[config.mk]
export PLATFORM = sky130hd
export DESIGN_NAME = time_digit_setter_flat
export DESIGN_NICKNAME = d
export VERILOG_FILES = /design/src/rtl/time_digit_setter_pkg.sv /design/src/rtl/time_digit_setter_if.sv /design/src/rtl/bcd_digit_inc.sv /design/src/rtl/time_digit_setter.sv /design/src/flat_wrapper.sv
export SDC_FILE = /design/constraint.sdc
export NUM_CORES = 1
export LEC_CHECK = 0
export CORE_ASPECT_RATIO = 1.1
export CORE_MARGIN = 2
export CORE_UTILIZATION = 40
export DETAILED_ROUTE_END_ITERATION = 10
export PLACE_DENSITY_LB_ADDON = 0.25
export SLEW_MARGIN = 20
export SYNTH_ARGS = -nofsm -noshare
export SYNTH_HDL_FRONTEND = slang
export SYNTH_SLANG_ARGS = --single-unit
[constraint.sdc]
create_clock -name i_clk -period 6.47 [get_ports i_clk]
set_input_delay 0.647 -clock i_clk [delete_from_list [all_inputs] [get_ports i_clk]]
set_output_delay 0.647 -clock i_clk [all_outputs]
set_load 0.05 [all_outputs]
[src/rtl/time_digit_setter_pkg.sv]
// Shared time constants: FSM encodings, cursor codes, per-digit wrap limits and BCD-pair conversion.
// Pure declarations; no latency or flow-control behaviour.
package time_digit_setter_pkg;

  typedef enum logic [1:0] {
    IDLE   = 2'd0,
    EDIT   = 2'd1,
    COMMIT = 2'd2
  } state_t;

  typedef enum logic [1:0] {
    CUR_H10 = 2'd0,
    CUR_H1  = 2'd1,
    CUR_M10 = 2'd2,
    CUR_M1  = 2'd3
  } cursor_t;

  localparam logic [3:0] LIM_H10      = 4'd2;
  localparam logic [3:0] LIM_H1       = 4'd9;
  localparam logic [3:0] LIM_H1_AT_20 = 4'd3;
  localparam logic [3:0] LIM_M10      = 4'd5;
  localparam logic [3:0] LIM_M1       = 4'd9;

  // Wider intermediate keeps out-of-range captured digits well defined before truncation.
  function automatic logic [5:0] bcd_pair_to_bin(input logic [3:0] tens, input logic [3:0] units);
    return 6'(8'(tens) * 8'd10 + 8'(units));
  endfunction

endpackage

[src/rtl/time_digit_setter_if.sv]
// Button, current-time and edit/commit signal bundle for the time digit setter.
// master drives buttons and current time; slave is the setter itself.
interface time_digit_setter_if;
  logic [3:0] i_hour_10;
  logic [3:0] i_hour_1;
  logic [3:0] i_min_10;
  logic [3:0] i_min_1;
  logic       i_btn_mode;
  logic       i_btn_next;
  logic       i_btn_up;
  logic [3:0] o_edit_hour_10;
  logic [3:0] o_edit_hour_1;
  logic [3:0] o_edit_min_10;
  logic [3:0] o_edit_min_1;
  logic [1:0] o_cursor;
  logic       o_set_mode;
  logic [5:0] o_hour;
  logic [5:0] o_min;
  logic       o_load;

  modport master (
    output i_hour_10, i_hour_1, i_min_10, i_min_1,
    output i_btn_mode, i_btn_next, i_btn_up,
    input  o_edit_hour_10, o_edit_hour_1, o_edit_min_10, o_edit_min_1,
    input  o_cursor, o_set_mode, o_hour, o_min, o_load
  );

  modport slave (
    input  i_hour_10, i_hour_1, i_min_10, i_min_1,
    input  i_btn_mode, i_btn_next, i_btn_up,
    output o_edit_hour_10, o_edit_hour_1, o_edit_min_10, o_edit_min_1,
    output o_cursor, o_set_mode, o_hour, o_min, o_load
  );
endinterface

[src/rtl/bcd_digit_inc.sv]
// Combinational BCD digit increment with wrap to 0 at or beyond a given limit.
// Zero latency; no flow control.
module bcd_digit_inc (
  input  logic [3:0] digit,
  input  logic [3:0] limit,
  output logic [3:0] next_digit
);
  // ">=" so an out-of-range digit wraps to 0 on its first increment.
  assign next_digit = (digit >= limit) ? 4'd0 : digit + 4'd1;
endmodule

[src/rtl/time_digit_setter.sv]
// Four-digit HH:MM editor: capture on mode, cursor/up editing, commit to binary with a one-cycle load pulse.
// Commit press on cycle N gives o_load and new o_hour/o_min on cycle N+2; buttons are pulses, no backpressure.
module time_digit_setter
  import time_digit_setter_pkg::*;
(
  input logic                 i_clk,
  input logic                 i_reset_n,
  time_digit_setter_if.slave  s
);

  state_t     state_q, state_d;
  cursor_t    cursor_q, cursor_d;
  logic [3:0] h10_q, h1_q, m10_q, m1_q;
  logic [3:0] h10_d, h1_d, m10_d, m1_d;
  logic [3:0] h10_inc, h1_inc, m10_inc, m1_inc;
  logic [3:0] h1_lim;
  logic [5:0] hour_q, min_q;
  logic       load_q, set_mode_q;

  assign h1_lim = (h10_q == LIM_H10) ? LIM_H1_AT_20 : LIM_H1;

  bcd_digit_inc u_inc_h10 (.digit(h10_q), .limit(LIM_H10), .next_digit(h10_inc));
  bcd_digit_inc u_inc_h1  (.digit(h1_q),  .limit(h1_lim),  .next_digit(h1_inc));
  bcd_digit_inc u_inc_m10 (.digit(m10_q), .limit(LIM_M10), .next_digit(m10_inc));
  bcd_digit_inc u_inc_m1  (.digit(m1_q),  .limit(LIM_M1),  .next_digit(m1_inc));

  always_comb begin
    state_d  = state_q;
    cursor_d = cursor_q;
    h10_d    = h10_q;
    h1_d     = h1_q;
    m10_d    = m10_q;
    m1_d     = m1_q;
    case (state_q)
      IDLE: begin
        if (s.i_btn_mode) begin
          h10_d    = s.i_hour_10;
          h1_d     = s.i_hour_1;
          m10_d    = s.i_min_10;
          m1_d     = s.i_min_1;
          cursor_d = CUR_H10;
          state_d  = EDIT;
        end
      end
      EDIT: begin
        if (s.i_btn_mode) begin
          state_d = COMMIT;
        end else if (s.i_btn_next) begin
          cursor_d = cursor_t'(cursor_q + 2'd1);
        end else if (s.i_btn_up) begin
          case (cursor_q)
            CUR_H10: begin
              h10_d = h10_inc;
              // Moving into the 20s clamps the units so the hour stays at most 23.
              if (h10_inc == LIM_H10 && h1_q > LIM_H1_AT_20) h1_d = LIM_H1_AT_20;
            end
            CUR_H1:  h1_d  = h1_inc;
            CUR_M10: m10_d = m10_inc;
            default: m1_d  = m1_inc;
          endcase
        end
      end
      default: state_d = IDLE;
    endcase
  end

  always_ff @(posedge i_clk) begin
    if (!i_reset_n) begin
      state_q    <= IDLE;
      cursor_q   <= CUR_H10;
      h10_q      <= 4'd0;
      h1_q       <= 4'd0;
      m10_q      <= 4'd0;
      m1_q       <= 4'd0;
      hour_q     <= 6'd0;
      min_q      <= 6'd0;
      load_q     <= 1'b0;
      set_mode_q <= 1'b0;
    end else begin
      state_q    <= state_d;
      cursor_q   <= cursor_d;
      h10_q      <= h10_d;
      h1_q       <= h1_d;
      m10_q      <= m10_d;
      m1_q       <= m1_d;
      load_q     <= (state_q == COMMIT);
      set_mode_q <= (state_d == EDIT);
      if (state_q == COMMIT) begin
        hour_q <= bcd_pair_to_bin(h10_q, h1_q);
        min_q  <= bcd_pair_to_bin(m10_q, m1_q);
      end
    end
  end

  assign s.o_edit_hour_10 = h10_q;
  assign s.o_edit_hour_1  = h1_q;
  assign s.o_edit_min_10  = m10_q;
  assign s.o_edit_min_1   = m1_q;
  assign s.o_cursor       = cursor_q;
  assign s.o_set_mode     = set_mode_q;
  assign s.o_hour         = hour_q;
  assign s.o_min          = min_q;
  assign s.o_load         = load_q;

endmodule

[src/flat_wrapper.sv]
// flat-port wrapper written by rule: the top's interface ports become plain ports
module time_digit_setter_flat import time_digit_setter_pkg::*;
  (i_clk, i_reset_n, s_i_hour_10, s_i_hour_1, s_i_min_10, s_i_min_1, s_i_btn_mode, s_i_btn_next, s_i_btn_up, s_o_edit_hour_10, s_o_edit_hour_1, s_o_edit_min_10, s_o_edit_min_1, s_o_cursor, s_o_set_mode, s_o_hour, s_o_min, s_o_load);
  time_digit_setter_if s_i ();
  input logic i_clk;
  input logic i_reset_n;
  input wire logic [$bits(s_i.i_hour_10)-1:0] s_i_hour_10;
  input wire logic [$bits(s_i.i_hour_1)-1:0] s_i_hour_1;
  input wire logic [$bits(s_i.i_min_10)-1:0] s_i_min_10;
  input wire logic [$bits(s_i.i_min_1)-1:0] s_i_min_1;
  input wire logic [$bits(s_i.i_btn_mode)-1:0] s_i_btn_mode;
  input wire logic [$bits(s_i.i_btn_next)-1:0] s_i_btn_next;
  input wire logic [$bits(s_i.i_btn_up)-1:0] s_i_btn_up;
  output wire logic [$bits(s_i.o_edit_hour_10)-1:0] s_o_edit_hour_10;
  output wire logic [$bits(s_i.o_edit_hour_1)-1:0] s_o_edit_hour_1;
  output wire logic [$bits(s_i.o_edit_min_10)-1:0] s_o_edit_min_10;
  output wire logic [$bits(s_i.o_edit_min_1)-1:0] s_o_edit_min_1;
  output wire logic [$bits(s_i.o_cursor)-1:0] s_o_cursor;
  output wire logic [$bits(s_i.o_set_mode)-1:0] s_o_set_mode;
  output wire logic [$bits(s_i.o_hour)-1:0] s_o_hour;
  output wire logic [$bits(s_i.o_min)-1:0] s_o_min;
  output wire logic [$bits(s_i.o_load)-1:0] s_o_load;
  assign s_i.i_hour_10 = s_i_hour_10;
  assign s_i.i_hour_1 = s_i_hour_1;
  assign s_i.i_min_10 = s_i_min_10;
  assign s_i.i_min_1 = s_i_min_1;
  assign s_i.i_btn_mode = s_i_btn_mode;
  assign s_i.i_btn_next = s_i_btn_next;
  assign s_i.i_btn_up = s_i_btn_up;
  assign s_o_edit_hour_10 = s_i.o_edit_hour_10;
  assign s_o_edit_hour_1 = s_i.o_edit_hour_1;
  assign s_o_edit_min_10 = s_i.o_edit_min_10;
  assign s_o_edit_min_1 = s_i.o_edit_min_1;
  assign s_o_cursor = s_i.o_cursor;
  assign s_o_set_mode = s_i.o_set_mode;
  assign s_o_hour = s_i.o_hour;
  assign s_o_min = s_i.o_min;
  assign s_o_load = s_i.o_load;
  time_digit_setter u_core (.i_clk(i_clk), .i_reset_n(i_reset_n), .s(s_i));
endmodule
==> PnR_summary.wiki <==
{| class="wikitable"
! Metric !! Value
|-
| Status || finished clean
|-
| Post-synth net total || 302
|-
| Remaining design rule violation count || 0
|-
| Share of cell area taken by muxes after synthesis || 0.0137
|-
| Worst path top cell family by delay || buffers and inverters
|-
| Fraction of synthesized cell area in xor and xnor cells || 0.0518
|-
| Fraction of layout instances using a drive strength above 1 || 0.0433
|-
| Final setup skew || roughly 0.0088 ns
|-
| Number of hold-slack violations in the final timing report || 0
|-
| GRT Overall Usage || 0.184
|-
| Reg-to-reg setup timing slack || between 4 and 5 ns
|-
| Setup TNS || 0 ns
|-
| Slowest stage cell on the critical path || clkdlybuf4s50_1
|-
| Area overhead of the layout relative to synthesis || 29.4%
|-
| Wire length of the first global-routing pass || 8590 um
|-
| Hold Path Stages || 2
|-
| Startpoint kind of the worst setup timing path || flip-flop
|-
| Leakage power of the design || 1.12 nW
|-
| Worst reg2reg startpoint || u_core.state_q[1]$_SDFF_PN0_
|-
| Worst r2r path cells || 4
|-
| Post-synthesis share of cell area spent on and, or, nand and nor gates || 0.167
|-
| R2R Path End || u_core.s.o_edit_min_10[1]$_SDFFE_PN0P_
|-
| Clk buf depth || 2
|-
| Die outline height || 81.8 um
|-
| Aggregate routed wire length || ~5200 um
|-
| Die span in x || 74.7 um
|-
| Core region area || 0.00536 mm2
|-
| Clock root cell || clkbuf_8
|-
| Number of synthesized flops with an enable pin || 0
|-
| Setup repair after global routing missed its margin || false
|-
| Required time of the critical path || 5.82 ns
|-
| Power Density || ~220 mW/mm2
|-
| Async S/R FF share, synth || 0
|-
| Final-report max-slew violation count || 0
|-
| Overall overflow remaining after global route || 0
|-
| Placed wire-length estimate after detailed placement || 3840 um
|-
| Clock-pin slew reported for the worst setup and hold paths after clock tree synthesis || 0.07 ns
|-
| Top cell type by total area after synthesis || dfxtp_1
|-
| Largest fanout on the critical path || 9
|-
| Starting density of the core || 0.410
|-
| Setup violators final || 0
|-
| Commonest register cell after synthesis || dfxtp_1
|-
| Number of clock sinks || 34
|-
| # hold bufs at CTS || 0
|-
| Post-detailed-route via-to-cell ratio || between 5 and 6
|-
| Post-Place Setup Slack || a little under 4 ns
|-
| Bufs and invs on worst path || 1
|-
| Seq cells post-synth || 34
|-
| Worst setup slack after layout || 4.11 ns
|-
| Total vias in the final route || 1975
|-
| Post-synth design cell area || about 0.0022 mm2
|-
| Avg Inst Size Synth || around 8.7 um2
|-
| Clock tree from TritonCTS || yes
|-
| Fraction of the mapped netlist area in compound gates || 0.232
|-
| FF/Latch Area || 681 um2
|-
| Beginning of the worst hold path || u_core.s.o_hour[3]$_SDFFE_PN0P_
|-
| Yosys warning total || 0
|-
| Worst Hold Class || reg2reg
|-
| Number of distinct library cell variants in the gate-level netlist after synthesis || 48
|-
| Avg WL per Cell || around 14 um
|-
| Area of combinational cells with multiple inputs || 0.00140 mm2
|-
| Most frequent cells in the layout || clkdlybuf4s50_1 (52), dfxtp_1 (34), ha_1 (27)
|-
| Number of antenna violations at the first check in global routing || 0
|-
| Count of input and output buffers || 52
|-
| Type of destination of the critical path || primary output
|-
| Time the worst path needs with I/O delays and setup || about 2.4 ns
|-
| CTS Buf Count || 5
|-
| Worst rel slew slack || 0.379
|-
| Cells along the critical path || clkdlybuf4s50_1
|-
| Clk Latency, worst-skew pair || around 0.29 ns
|-
| Number of placement rows || 28
|-
| Sequential cell area fraction in the yosys report || 0.309
|-
| Buffer count from post-CTS setup fixing || 0
|-
| Worst hold slack || 0.451 ns
|-
| Ranking of synthesized cells by area || dfxtp_1 (31%), ha_1 (15%), nand2_1 (4.3%)
|-
| Setup CP Type || reg2out
|-
| Die ar. || a little over 0.006 mm2
|-
| Maximum level of the CTS H-tree || 2
|-
| Leading cell type in the layout, fill and taps excluded || clkdlybuf4s50_1
|-
| Net total in the final layout || 350
|-
| Antenna-violating nets left || 0
|-
| Largest net degree at the start of global routing || 24
|-
| Largest stage delay on the critical path || 0.88 ns
|-
| Number of global-route vias before repair || approximately 1800
|-
| Final period utilization || 0.365
|-
| Max Cap Viol || 0
|-
| Count of boundary I/O pins || 53
|-
| Diode count || 0
|-
| Routability congestion estimate || 0.784
|-
| Top cell type's share of synthesized area || 0.309
|-
| Detailed-routing iteration count for the pre-antenna-repair pass || 4
|-
| Largest voltage drop on the vdd net || 108 uV
|-
| Worst Hold Path EP || u_core.s.o_hour[3]$_SDFFE_PN0P_
|-
| Combinational family with the most area after synthesis || compound AO/OA/AOI/OAI gates
|-
| Number of filler instances in the final layout || just over 500
|-
| Post-cts repair resize count || 0
|-
| Initial detailed-routing violation count || 122
|-
| Highest Clock Rate || 423 MHz
|-
| Pin slew with the least headroom to its limit || 0.929 ns
|-
| Syn Inst Count || 252
|-
| Adder-cell area share of the yosys netlist || 0.172
|-
| Arr. time, crit path || 1.72 ns
|}
[per-layer routing]
layer,track usage,wire (um)
met4,0.0643,74
met5,0,0
met3,0.0393,227
met2,0.301,2460
met1,0.239,2400
[Yosys cell counts (all sizes together) (4+ instances only)]
cell type and number:
dfxtp 34, ha 27, nand2 25, inv 20, a21oi 15, nor2 14
a211oi 12, o21ai 11, xnor2 10, nor3 8, clkbuf 7, nor2b 6
nand3 5, buf 4, nand2b 4, o311a 4
[how the worst max path moves through the flow]
stage | from | endpoint | cells after the start
floorplan | u_core.s.o_edit_hour_10[0]$_SDFFE_PN0P_ | u_core.s.o_edit_hour_1[3]$_SDFFE_PN0P_ | 8
global placement | i_reset_n | u_core.s.o_edit_min_1[2]$_SDFFE_PN0P_ | 3
detailed placement | i_reset_n | u_core.s.o_edit_min_1[2]$_SDFFE_PN0P_ | 3
CTS | u_core.s.o_edit_hour_1[2]$_SDFFE_PN0P_ | s_o_edit_hour_1[2] | 1
global route | u_core.s.o_edit_hour_10[0]$_SDFFE_PN0P_ | u_core.s.o_edit_hour_1[3]$_SDFFE_PN0P_ | 8
finish | u_core.s.o_edit_hour_1[2]$_SDFFE_PN0P_ | s_o_edit_hour_1[2] | 1
[registers in the layout, indices dropped and copies added (netlist names)]
signal                   cells
u_core.s.o_load              1
u_core.s.o_edit_min_10       4
u_core.state_q               2
u_core.s.o_edit_min_1        4
u_core.s.o_edit_hour_10      4
u_core.s.o_min               6
u_core.s.o_edit_hour_1       4
u_core.s.o_set_mode          1
u_core.s.o_hour              6
u_core.s.o_cursor            2
[power breakdown]
part / total (mW) / switching (mW) / internal [mW]
Combinational: 0.217 / 0.127 / 0.0903
Sequential: 0.249 / 0.0244 / 0.224
Clock: 0.151 / 0.0772 / 0.0741
[through the flow]
| stage | utilization | instance area, um2 | power [mW] | instances |
|---|---|---|---|---|
| floorplan | - | 2200 | 0.405 | 252 |
| global placement | 0.517 | 2770 | 0.469 | 368 |
| detailed placement | 0.517 | 2770 | 0.471 | 368 |
| CTS | 0.531 | 2850 | 0.622 | 375 |
| global route | 0.531 | 2850 | 0.652 | 375 |
| finish | 0.531 | 2850 | 0.617 | 375 |
[logic make-up after synthesis]
| group | Yosys count |
|---|---|
| simple gates | 72 |
| flops | 34 |
| mux | 3 |
| xor+xnor | 13 |
| compound gates | 70 |
| buf+inv | 31 |
| fa+ha+maj | 29 |
[cell type report]
cell class / count / area share
Timing Repair Buffer: 52 / 0.183
Clock buffer: 7 / 0.0268
Multi-Input combinational cell: 187 / 0.492
Tap cell: 75 / 0.0330
Inverter: 20 / 0.0264
Sequential cell: 34 / 0.239
Power figures use the tool's default switching activity.
